## src/rtl/serial_pkg.sv

```systemverilog
// Shared definitions for the UART transmit path: FSM state encoding and
// the fixed 8N1 frame constants.
package serial_pkg;

    typedef enum logic [1:0] {
        IDLE  = 2'd0,
        START = 2'd1,
        DATA  = 2'd2,
        STOP  = 2'd3
    } tx_state_t;

    localparam logic START_BIT = 1'b0;
    localparam logic STOP_BIT  = 1'b1;
    localparam int   DATA_BITS = 8;

endpackage

```

## src/rtl/sync_fifo.sv

```systemverilog
// Single-clock FIFO with occupancy count; pushes when full and pops when
// empty are ignored, and storage is not reset.
module sync_fifo #(
    parameter int WIDTH = 8,
    parameter int DEPTH = 8
) (
    input  logic                   clock,
    input  logic                   reset,
    input  logic                   push,
    input  logic                   pop,
    input  logic [WIDTH-1:0]       din,
    output logic [WIDTH-1:0]       dout,
    output logic                   full,
    output logic                   empty,
    output logic [$clog2(DEPTH):0] count
);

    localparam int PTR_W = $clog2(DEPTH);
    localparam int CNT_W = PTR_W + 1;

    logic [WIDTH-1:0] mem [DEPTH];
    logic [PTR_W-1:0] wr_ptr;
    logic [PTR_W-1:0] rd_ptr;
    logic             do_push;
    logic             do_pop;

    assign full    = (count == CNT_W'(DEPTH));
    assign empty   = (count == '0);
    assign do_push = push && !full;
    assign do_pop  = pop && !empty;
    assign dout    = mem[rd_ptr];

    // Pointers wrap naturally because DEPTH is a power of two
    always_ff @(posedge clock) begin
        if (reset) begin
            wr_ptr <= '0;
            rd_ptr <= '0;
            count  <= '0;
        end else begin
            if (do_push) wr_ptr <= wr_ptr + 1'b1;
            if (do_pop)  rd_ptr <= rd_ptr + 1'b1;
            case ({do_push, do_pop})
                2'b10:   count <= count + 1'b1;
                2'b01:   count <= count - 1'b1;
                default: count <= count;
            endcase
        end
    end

    always_ff @(posedge clock) begin
        if (do_push) mem[wr_ptr] <= din;
    end

endmodule

```

## src/rtl/serial_tx.sv

```systemverilog
// Buffered 8N1 UART transmitter: characters queue in a FIFO and are
// shifted out LSB first on a registered, idle-high line.
module serial_tx
    import serial_pkg::*;
#(
    parameter int CLKS_PER_BIT = 16,
    parameter int FIFO_DEPTH   = 8
) (
    input  logic       clock,
    input  logic       reset,
    input  logic       i_ch_valid,
    input  logic [7:0] i_ch,
    output logic       o_ch_ready,
    output logic       o_txd,
    output logic       o_busy,
    output logic       o_ovf
);

    localparam int BAUD_W = (CLKS_PER_BIT > 1) ? $clog2(CLKS_PER_BIT) : 1;
    localparam int CNT_W  = $clog2(FIFO_DEPTH) + 1;
    localparam logic [BAUD_W-1:0] BAUD_LAST = BAUD_W'(CLKS_PER_BIT - 1);
    localparam logic [2:0]        BIT_LAST  = 3'(DATA_BITS - 1);

    logic             fifo_full;
    logic             fifo_empty;
    logic [CNT_W-1:0] fifo_count;
    logic [7:0]       fifo_dout;
    logic             push;
    logic             pop;

    tx_state_t        state, state_next;
    logic [BAUD_W-1:0] baud_cnt, baud_next;
    logic [2:0]       bit_cnt, bit_next;
    logic [7:0]       shift_reg, shift_next;
    logic             baud_end;
    logic             txd_next;

    assign o_ch_ready = !fifo_full;
    assign push       = i_ch_valid && o_ch_ready;
    assign o_busy     = (state != IDLE) || (fifo_count != '0);
    assign baud_end   = (baud_cnt == BAUD_LAST);

    sync_fifo #(
        .WIDTH (8),
        .DEPTH (FIFO_DEPTH)
    ) u_fifo (
        .clock (clock),
        .reset (reset),
        .push  (push),
        .pop   (pop),
        .din   (i_ch),
        .dout  (fifo_dout),
        .full  (fifo_full),
        .empty (fifo_empty),
        .count (fifo_count)
    );

    always_comb begin
        state_next = state;
        baud_next  = baud_cnt;
        bit_next   = bit_cnt;
        shift_next = shift_reg;
        pop        = 1'b0;
        case (state)
            IDLE: begin
                if (!fifo_empty) begin
                    pop        = 1'b1;
                    shift_next = fifo_dout;
                    baud_next  = '0;
                    bit_next   = '0;
                    state_next = START;
                end
            end
            START: begin
                if (baud_end) begin
                    baud_next  = '0;
                    state_next = DATA;
                end else begin
                    baud_next = baud_cnt + 1'b1;
                end
            end
            DATA: begin
                if (baud_end) begin
                    baud_next  = '0;
                    shift_next = {1'b0, shift_reg[7:1]};
                    if (bit_cnt == BIT_LAST) begin
                        state_next = STOP;
                    end else begin
                        bit_next = bit_cnt + 3'd1;
                    end
                end else begin
                    baud_next = baud_cnt + 1'b1;
                end
            end
            STOP: begin
                if (baud_end) begin
                    baud_next  = '0;
                    state_next = IDLE;
                end else begin
                    baud_next = baud_cnt + 1'b1;
                end
            end
            default: state_next = IDLE;
        endcase

        // Line value is taken from the next state so o_txd lines up with state
        case (state_next)
            START:   txd_next = START_BIT;
            DATA:    txd_next = shift_next[0];
            default: txd_next = STOP_BIT;
        endcase
    end

    always_ff @(posedge clock) begin
        if (reset) begin
            state    <= IDLE;
            baud_cnt <= '0;
            bit_cnt  <= '0;
            o_txd    <= STOP_BIT;
            o_ovf    <= 1'b0;
        end else begin
            state    <= state_next;
            baud_cnt <= baud_next;
            bit_cnt  <= bit_next;
            o_txd    <= txd_next;
            if (i_ch_valid && !o_ch_ready) o_ovf <= 1'b1;
        end
    end

    always_ff @(posedge clock) begin
        shift_reg <= shift_next;
    end

endmodule

```

## config.mk

```make
export PLATFORM = sky130hd
export DESIGN_NAME = serial_tx
export DESIGN_NICKNAME = d
export VERILOG_FILES = /design/src/rtl/serial_pkg.sv /design/src/rtl/sync_fifo.sv /design/src/rtl/serial_tx.sv
export SDC_FILE = /design/constraint.sdc
export NUM_CORES = 1
export LEC_CHECK = 0
export ABC_AREA = 1
export BUFFER_PORTS_ARGS = -buffer_cell sky130_fd_sc_hd__buf_2
export CORE_AREA = 10 10 99 166
export CTS_BUF_LIST = sky130_fd_sc_hd__clkbuf_8
export CTS_CLUSTER_DIAMETER = 80
export CTS_CLUSTER_SIZE = 20
export DETAILED_ROUTE_END_ITERATION = 6
export DIE_AREA = 0 0 109 176
export PLACE_DENSITY = 0.45
export SYNTH_ARGS = -nofsm -noshare
export SYNTH_HDL_FRONTEND = slang
export SYNTH_SLANG_ARGS = --single-unit
export TNS_END_PERCENT = 100
```

## constraint.sdc

```tcl
create_clock -name clock -period 3.1 [get_ports clock]
set_clock_uncertainty 0.05 [all_clocks]
set_input_delay 0.62 -clock clock [delete_from_list [all_inputs] [get_ports clock]]
set_output_delay 0.62 -clock clock [all_outputs]
set_load 0.02 [all_outputs]
```

==> run metrics, run 1 <==
outcome=finished clean; Worst Max-Slew Pin Slew=687 ps; FF-to-FF setup slack=870 ps; Initial DRC Count=116; layout cells sized above 1=11.4%; Tcrit/Tclk final=71.9%; min-delay worst type=reg -> reg; Die Area=19200 um2; vias in the first global route=2805; Final GP Congestion=0.857; num rows=57; # IOs=15; Setup TNS=0 ps; clock sinks=96; Final Power=3.53 mW; All-Layer GR Usage=11.1%; Syn Nets=395; Final HPWL DP=7450 um; Hold Violations, Final=0; Worst Path Arrival=2440 ps; Port Buffer Count=14; pin count of the biggest net entering global routing=33; core area=13800 um2; first-pass GRT wire length=15400 um; Nets=410; max reg flops=64; Max transition margin=54.0%; Setup crit end kind=flip-flop; Synth Instances=376; critical path type=reg -> reg; initial antenna violation count=0; post-synthesis mux area share=0%; Clk pin slew, worst setup/hold paths=100 ps; post-synthesis simple-gate area fraction=14.9%; Synth Area in Compound Gates=10.6%; delay-heaviest family, CP=adder cells; Setup-failing EPs final=0; achievable frequency=0.449 GHz; Worst-Skew Late Latency=370 ps; Worst path max stage delay=440 ps; Synth-to-Final Area Change=11.0%; DR top layer=met4; CP required=3310 ps; worst-path maximum fanout=16; CTS Buffer Depth=2; DR vias=2658; hold buffer count at cts=0; M1 wire length=3560 um; post-CTS setup buffers=0; number of remaining DRC errors=0; Resized cells post-CTS=0; CP Cell Sequence=nor2_2, nand2_1, nand2_2, inv_2, ha_1, xor2_1, ha_1, a21oi_1, xnor2_1, o21ai_0, inv_1; Yosys warnings=0; Routed WL=10100 um; min cycle time layout=2230 ps; slowest stage cell, crit path=dfxtp_1; Post-Synth Adder-Cell Area=2.51%; H-tree depth=3; Initial Utilization=29.0%; CTS tree=built; Die Ht=176 um; Via density=4.64; max-cap violation count=0; Leakage=1.62 nW; xor and xnor fraction of the mapped netlist area=1.10%; post-route ant nets=0; Root Driver=clkbuf_8; WP buf/inv=2; Placed Cells incl. Taps=557; Seq/Total Area, Yosys=66.0%; Avg WL per Cell=17.6 um; unique cell type count in the Yosys netlist=28; Die Span X=109 um; met3 WL=324 um; fin cells=573; RSZ-0062 raised after global routing=no; most frequent CP cell=ha_1; CTS buffer count=9; VDD IR max=209 uV; Startpoint Class=flip-flop; grt ovf=0; Pwr Density=797 nW/um2; met2 WL=5970 um; Pre-antenna DRT Iters=5; Ant. Diodes=0; Synth Area per Inst=10.6 um2; flops & latches, synth=96; largest family of logic cells by synthesized area=simple AND/OR/NAND/NOR gates; fin. max-slew vios=0; Synth Cell Area=3990 um2
-- cell usage in the layout, fill, tap and decap left out, types with 3 or more instances in the layout --
cell type,netlist,routed
o21ai_0,46,46
ha_1,8,8
inv_1,31,31
dfxtp_1,25,25
nand3_1,18,18
nor2_1,62,62
buf_2,5,14
edfxtp_1,71,71
nand3_2,4,4
o22ai_1,3,3
nand2_1,50,50
xor2_1,4,4
o221ai_1,6,6
clkbuf_8,0,9
a21oi_1,19,19
inv_2,3,3
-- cell type report --
class                      count  area, um2
clock inverter                 7       63.8
multi-input combinational    232       1160
inverter                      36        140
timing repair buffer          16       85.1
tap                          177        221
fill                        1433       9340
sequential                    96       2630
clock buffer                   9        124
-- synth_stat cells (all sizes together) --
cell type	instances	area share (%)
a21oi	20	2.6
a31oi	1	0.16
buf	6	0.82
clkbuf	6	0.56
clkinv	2	0.31
dfxtp	25	13
edfxtp	71	53
ha	8	2.5
inv	34	3.2
nand2	52	5.0
nand3	22	3.3
nand4	2	0.31
nor2	64	6.1
nor3	1	0.13
o211ai	1	0.19
o21ai	47	5.9
o221ai	6	1.3
o22ai	3	0.47
xnor2	1	0.22
xor2	4	0.88
-- metal layers --
layer / vias to the layer above / GRT usage, %
met5: - / 0
met4: 0 / 5.35
met3: 12 / 2.30
met2: 39 / 21.5
met1: 1286 / 10.3
li1: 1321 / -
-- final timing paths --
path / from / endpoint / cells past startpoint
max: u_fifo.count[0] / u_fifo.count[2] / 11
min: o_ovf / o_ovf / 2
max reg2reg: u_fifo.count[0] / u_fifo.count[2] / 11
min reg2reg: o_ovf / o_ovf / 2
-- where the power goes --
group | total [mW] | switching [mW] | internal (mW)
Clock | 0.793 | 0.483 | 0.310
Sequential | 1.69 | 0.108 | 1.58
Combinational | 1.04 | 0.726 | 0.318
-- logic make-up after synthesis --
logic type,Yosys count
AOI/OAI and AO/OA,78
xor gates and xnor gates,5
adders and majority gates,8
buffers and inverters,48
DFF,96
and+or+nand+nor,141
-- worst reg2reg max path: cells and delay by family (launching register included) --
kind / cells / cell delay [ps]
AND/OR/NAND/NOR: 3 / 270
XOR/XNOR: 2 / 400
buffers and inverters: 2 / 280
adder cells (fa/ha/maj): 2 / 470
AO/OA/AOI/OAI: 2 / 220
flip-flops: 1 / 440
-- per-stage QoR --
stage,util [%],worst slack (ps),area (um2),hold WS (ps)
final,32.2,872,4430,402
after CTS,32.2,889,4430,406
after detailed placement,30.8,887,4240,390
after floorplan,-,1030,3990,383
after global routing,32.2,645,4430,446
after global placement,30.8,940,4240,390
Note: power is estimated with default switching activity, not from simulation.
==> inputs of run 2 (changes only) <==
ABC_AREA = 0   (was 1)
PLACE_DENSITY = 0.46   (was 0.45)
clock period = 1.81 ns   (was 3.1 ns; I/O delays follow)
==> run 2 against run 1 <==
The run now ends with negative setup slack left. Largest power group unchanged. Core utilization grew 3.8 points. Global-route usage shrank 2.2 points. Worst hold slack lost 190 ps.
==> run metrics, run 2 <==
post-synthesis simple-gate area fraction=10.7% (-4.2 points); Worst Max-Slew Pin Slew=523 ps (-164 ps); most frequent cells in the layout=edfxtp_1 (71), buf_4 (24), dfxtp_1 (23); Final GP Congestion=0.728 (-15%); fin worst setup slack=-450 ps (-1320 ps); Synth Area in Compound Gates=4.95% (-5.7 points); clock sinks=96 (unchanged); Routed WL=8020 um (-21%); xor and xnor fraction of the mapped netlist area=1.75% (+0.66 points); # IOs=15 (unchanged); Post-synth top cells=edfxtp_1 (71), dfxtp_1 (25), nor2_1 (24); CP Cell Sequence=or4_4, nand2_4, inv_4, buf_4, ha_4, or3_4, o32ai_4, mux2_4; pin count of the biggest net entering global routing=24 (-27%); Yosys top cell area share=53.4% (about the same); Setup-failing EPs final=6 (+6); Pwr Density=1340 nW/um2 (+68%); cell taking the most area after synthesis=edfxtp_1; max-cap violation count=0 (unchanged); Root Driver=clkbuf_8; FFs w/ async S/R, synth=0% (unchanged); Hold Violations, Final=0 (unchanged); Avg WL per Cell=16.3 um (-7.7%); Clk pin slew, worst setup/hold paths=110 ps (about the same); most common cell after layout, fill and taps aside=edfxtp_1; min cycle time layout=2260 ps (+31.7 ps); Synth-to-Final Area Change=24.1%; Post-synth EDFFs=71 (unchanged); dpl cell area=4590 um2 (+8.2%); max reg flops=64 (unchanged); CTS buffer count=9 (unchanged); grt ovf=0 (unchanged); core area=13800 um2 (unchanged); Worst Path Arrival=2470 ps (+30 ps); most frequent cell after synthesis=edfxtp_1; initial antenna violation count=0 (unchanged); number of remaining DRC errors=0 (unchanged); Tcrit/Tclk final=125% (+53 points); post-synthesis mux area share=11.8% (+12 points); Finished Cell Area=4950 um2 (+12%); DR vias=2235 (-16%); RSZ-0062 raised after global routing=yes; Startpoint Class=flip-flop; H-tree depth=3 (unchanged); failing checks=negative setup slack; top cells by area, synth=edfxtp_1 (53%), dfxtp_1 (13%), mux4_2 (9.0%); achievable frequency=0.442 GHz (-1.4%); Pre-antenna DRT Iters=4 (-1); num rows=57 (unchanged); unique cell type count in the Yosys netlist=46 (+64%); Max transition margin=65.1% (+11 points); sequential cell area=2640 um2 (about the same); Multi-input gate area=1470 um2 (+26%); All-Layer GR Usage=8.89% (-2.2 points); Port Buffer Count=14 (unchanged); Post-Synth Adder-Cell Area=2.51% (about the same); outcome=complete, but fails checks; Nets=330 (-20%); CP required=2020 ps (-1290 ps); Yosys warnings=0 (unchanged); flops & latches, synth=96 (unchanged); Leakage=1.66 nW (+1.9%); slowest stage cell, crit path=or4_4; min-delay worst type=in -> reg; Initial DRC Count=64 (-45%); Via density=4.53 (-2.3%); ys flop type=edfxtp_1; largest family of logic cells by synthesized area=multiplexers; Die Span X=109 um (unchanged); fin. max-slew vios=0 (unchanged); Worst path max stage delay=560 ps (+120 ps); first-pass GRT wire length=12900 um (-16%); Die Area=19200 um2 (unchanged); worst-path maximum fanout=3 (-13); critical path type=reg -> reg; Setup crit end kind=flip-flop; VDD IR max=368 uV (+76%); Worst-Skew Late Latency=370 ps (about the same); Syn Nets=283 (-28%); Synth Instances=264 (-30%); met3 GRT Util=2.01% (-0.29 points); Die Ht=176 um (unchanged); FILL cells=1318 (-8.0%); Seq/Total Area, Yosys=65.9% (about the same); Ant. Diodes=0 (unchanged); Initial Utilization=29.0% (about the same); met1 Use GR=8.68% (-1.6 points); vias in the first global route=2473 (-12%); CTS tree=built; GRT busiest layer=met2; routing usage on met2=17.0% (-4.6 points); CTS Buffer Depth=2 (unchanged); Final Power=6.62 mW (+87%); Synth Cell Area=3990 um2 (about the same); Final HPWL DP=5660 um (-24%); Synth Area per Inst=15.1 um2 (+43%); layout cells sized above 1=38.9% (+28 points); post-route ant nets=0 (unchanged)
## run 2: cell types whose count changed in the layout (fill, tap and decap cells not counted), sizes merged, moves of 16 or more
cell,previous run,this run
o21ai,47,13
buf,16,48
nand2,52,16
nor2,64,25
inv,38,9
mux4,0,16
## run 2: cells by family after synthesis
group,count (synthesis)
buffers and inverters,16
multiplexers,27
AND/OR/NAND/NOR,78
adder cells (fa/ha/maj),8
AO/OA/AOI/OAI,31
flip-flops,96
XOR/XNOR,8
## run 2: what timing repair did
| item | CTS | global route |
|---|---|---|
| resized for setup | 26 | 9 |
| endpoints found under the setup margin | 65 | 62 |
| buffers inserted | 4 | 4 |
| cloned | 0 | 0 |
| hold buffers | 0 | 0 |
| pin swaps | 10 | 4 |
## run 2: worst max-delay path, delay by kind of cell (launching register included)
kind	cells	cell delay (ps)
AOI/OAI and AO/OA	1	110
adders and majority gates	1	210
buffers and inverters	2	170
DFF	1	340
muxes	1	320
and+or+nand+nor	3	980
## run 2: where the power goes
group          internal, mW  leakage, nW  switching [mW]
clock network         0.530       0.0969           0.804
registers              2.70        0.855           0.134
logic                  1.24        0.705            1.21
total                  4.47         1.66            2.14
## run 2: final timing paths
path / to / start / slack [ps] / cells after the start
min: u_fifo.mem[1][2] / i_ch[2] / 210 / 1
min reg2reg: bit_cnt[2] / bit_cnt[2] / 430 / 2
max reg2reg: u_fifo.count[3] / u_fifo.count[1] / -450 / 8
max: u_fifo.count[3] / u_fifo.count[1] / -450 / 8
## run 2: layer usage
metal / routed length, um / vias up
li1: - / 1093
met1: 3080 / 1113
met2: 4610 / 19
met3: 191 / 10
met4: 136 / 0
met5: 0 / -
## run 2: final cells by class
cell class,instances,area share (%)
Clock buffer,9,2.50
Clock inverter,7,1.21
Inverter,4,0.354
Multi-Input combinational cell,152,29.6
Sequential cell,96,53.2
Tap cell,177,4.47
Timing Repair Buffer,48,8.69
## run 2: through the flow
stage | setup WS [ps] | util [%] | hold WS (ps) | instances | TNS [ps]
floorplan | -549 | - | 402 | 264 | -1340
global placement | -463 | 33.3 | 395 | 474 | -13080
detailed placement | -489 | 33.3 | 418 | 474 | -13690
CTS | -443 | 35.5 | 203 | 491 | -2000
global route | -531 | 36.0 | 200 | 493 | -2160
finish | -450 | 36.0 | 210 | 493 | -1730
==> inputs of run 3 (changes only) <==
--- a/constraint.sdc
+++ b/constraint.sdc
@@ -3,3 +3,3 @@
 set_input_delay 0.362 -clock clock [delete_from_list [all_inputs] [get_ports clock]]
 set_output_delay 0.362 -clock clock [all_outputs]
-set_load 0.02 [all_outputs]
+set_load 0.05 [all_outputs]
==> run 3 against run 2 <==
The flow still finishes with violations (negative setup slack). Cell area up 0.23%. Wire length grew 1.5%. Critical path depth is the same. Sequential share of layout area down 0.095 points. Largest cell class unchanged. Highest routed layer unchanged.
==> run metrics, run 3 (synthesis gave the netlist of run 2 again) <==
post-route ant nets=0 (unchanged); Worst path max stage delay=560 ps (about the same); Die Span X=109 um (unchanged); post-place setup slack=-455 ps (+34.0 ps); Port Buffer Count=14 (unchanged); min cycle time layout=2280 ps (+18.6 ps); H-tree depth=3 (unchanged); Max transition margin=60.9% (-4.3 points); pin count of the biggest net entering global routing=24 (unchanged); Leakage=1.68 nW (+1.6%); # IOs=15 (unchanged); Initial Utilization=29.0% (unchanged); Die Area=19200 um2 (unchanged); critical path type=reg -> reg; Final GP Congestion=0.713 (-2.0%); most common cell after layout, fill and taps aside=edfxtp_1; Tcrit/Tclk final=126% (+1.0 points); num rows=57 (unchanged); initial antenna violation count=0 (unchanged); worst r2r src=u_fifo.count[1]; dpl cell area=4610 um2 (+0.46%); critical path startpoint=u_fifo.count[1]; Setup crit end kind=flip-flop; min-delay worst type=in -> reg; Final Util=36.1% (+0.082 points); achievable frequency=0.439 GHz (-0.82%); Startpoint Class=flip-flop; CTS Buffer Depth=2 (unchanged); DR vias=2262 (+1.2%); Initial DRC Count=86 (+34%); number of remaining DRC errors=0 (unchanged); worst-path maximum fanout=3 (unchanged); CP required=2020 ps (about the same); CP Cell Sequence=or4_4, nand2_4, inv_4, buf_4, ha_4, or3_4, o32ai_4, mux2_4; Root Driver=clkbuf_8; slowest stage cell, crit path=or4_4; hold path startpoint=i_ch[4]; Worst Max-Slew Pin Slew=585 ps (+62.0 ps); fin. max-slew vios=0 (unchanged); Final HPWL DP=5710 um (+0.92%); core area=13800 um2 (unchanged); max reg flops=64 (unchanged); grt ovf=0 (unchanged); first-pass GRT wire length=13100 um (+1.9%); Reg2Reg Depth=8 (unchanged); Die Ht=176 um (unchanged); Routed WL=8140 um (+1.5%); max-cap violation count=0 (unchanged); CTS tree=built; CTS buffer count=9 (unchanged); Multi-input gate area=1400 um2 (-4.6%); FF-to-FF setup slack=-470 ps (-20 ps); RSZ-0062 raised after global routing=yes; VDD IR max=457 uV (+24%); Nets=334 (+1.2%); Worst-Skew Late Latency=370 ps (about the same); outcome=complete, but fails checks; All-Layer GR Usage=9.12% (+0.23 points); failing checks=negative setup slack; layout cells sized above 1=37.2% (-1.7 points); Pwr Density=1370 nW/um2 (+3.0%); clock sinks=96 (unchanged); Clk pin slew, worst setup/hold paths=100 ps (about the same); most frequent cells in the layout=edfxtp_1 (71), buf_4 (29), nor2_1 (24); Hold Violations, Final=0 (unchanged); Finished Cell Area=4970 um2 (+0.23%); Setup-failing EPs final=31 (+25); hold buffer count at cts=0 (unchanged); FILL cells=1333 (+1.1%); Avg WL per Cell=16.4 um (+0.69%); Pre-antenna DRT Iters=4 (unchanged); sequential cell area=2640 um2 (about the same); Worst Path Arrival=2490 ps (+20 ps); Ant. Diodes=0 (unchanged); fin worst setup slack=-469 ps (-18.6 ps); Via density=4.55 (+0.39%); Worst Hold Depth=1 (unchanged); Synth-to-Final Area Change=24.4%; vias in the first global route=2448 (-1.0%)
-- run 3: worst paths after layout --
check	end
setup reg to reg	u_fifo.count[3]
hold reg to reg	o_ovf
hold / removal	u_fifo.mem[4][4]
setup / recovery	u_fifo.count[3]
-- run 3: layer usage --
layer | GRT usage (%) | up-vias | routed length (um)
met2 | 16.9 | 18 | 4740
met3 | 2.56 | 7 | 203
met5 | 0 | - | 0
li1 | - | 1099 | -
met4 | 3.64 | 0 | 109
met1 | 9.17 | 1138 | 3090
-- run 3: power by group --
group	internal [mW]	switching (mW)
Combinational	1.27	1.25
Sequential	2.70	0.137
Clock	0.670	0.805
Total	4.63	2.19
-- run 3: final cells by class --
cell class	instances	share of cell area (%)
sequential	96	53.1
inverter	4	0.353
tap	177	4.46
multi-input combinational	152	28.2
clock buffer	9	2.49
timing repair buffer	52	9.67
clock inverter	7	1.76
-- run 3: through the flow --
step | TNS [ps] | power [mW] | instances | hold WS, ps
after floorplan | -1330 | 4.40 | 264 | 402
after global placement | -8770 | 5.18 | 475 | 395
after detailed placement | -8770 | 5.21 | 475 | 410
after CTS | -2780 | 6.81 | 494 | 183
after global routing | -4940 | 7.26 | 497 | 188
final | -2700 | 6.83 | 497 | 202
-- run 3: critical path: cells and delay by family, from the launching register on --
family | cells | cell delay, ps
simple gates | 3 | 980
flops | 1 | 340
mux | 1 | 320
fa+ha+maj | 1 | 210
buf+inv | 2 | 170
compound gates | 1 | 110
-- run 3: repair_timing --
item / 4_1_cts / 5_1_grt
pin swaps: 8 / 5
buffers inserted: 3 / 3
gates cloned: 0 / 0
setup endpoints to repair: 62 / 55
gates resized for setup: 12 / 6
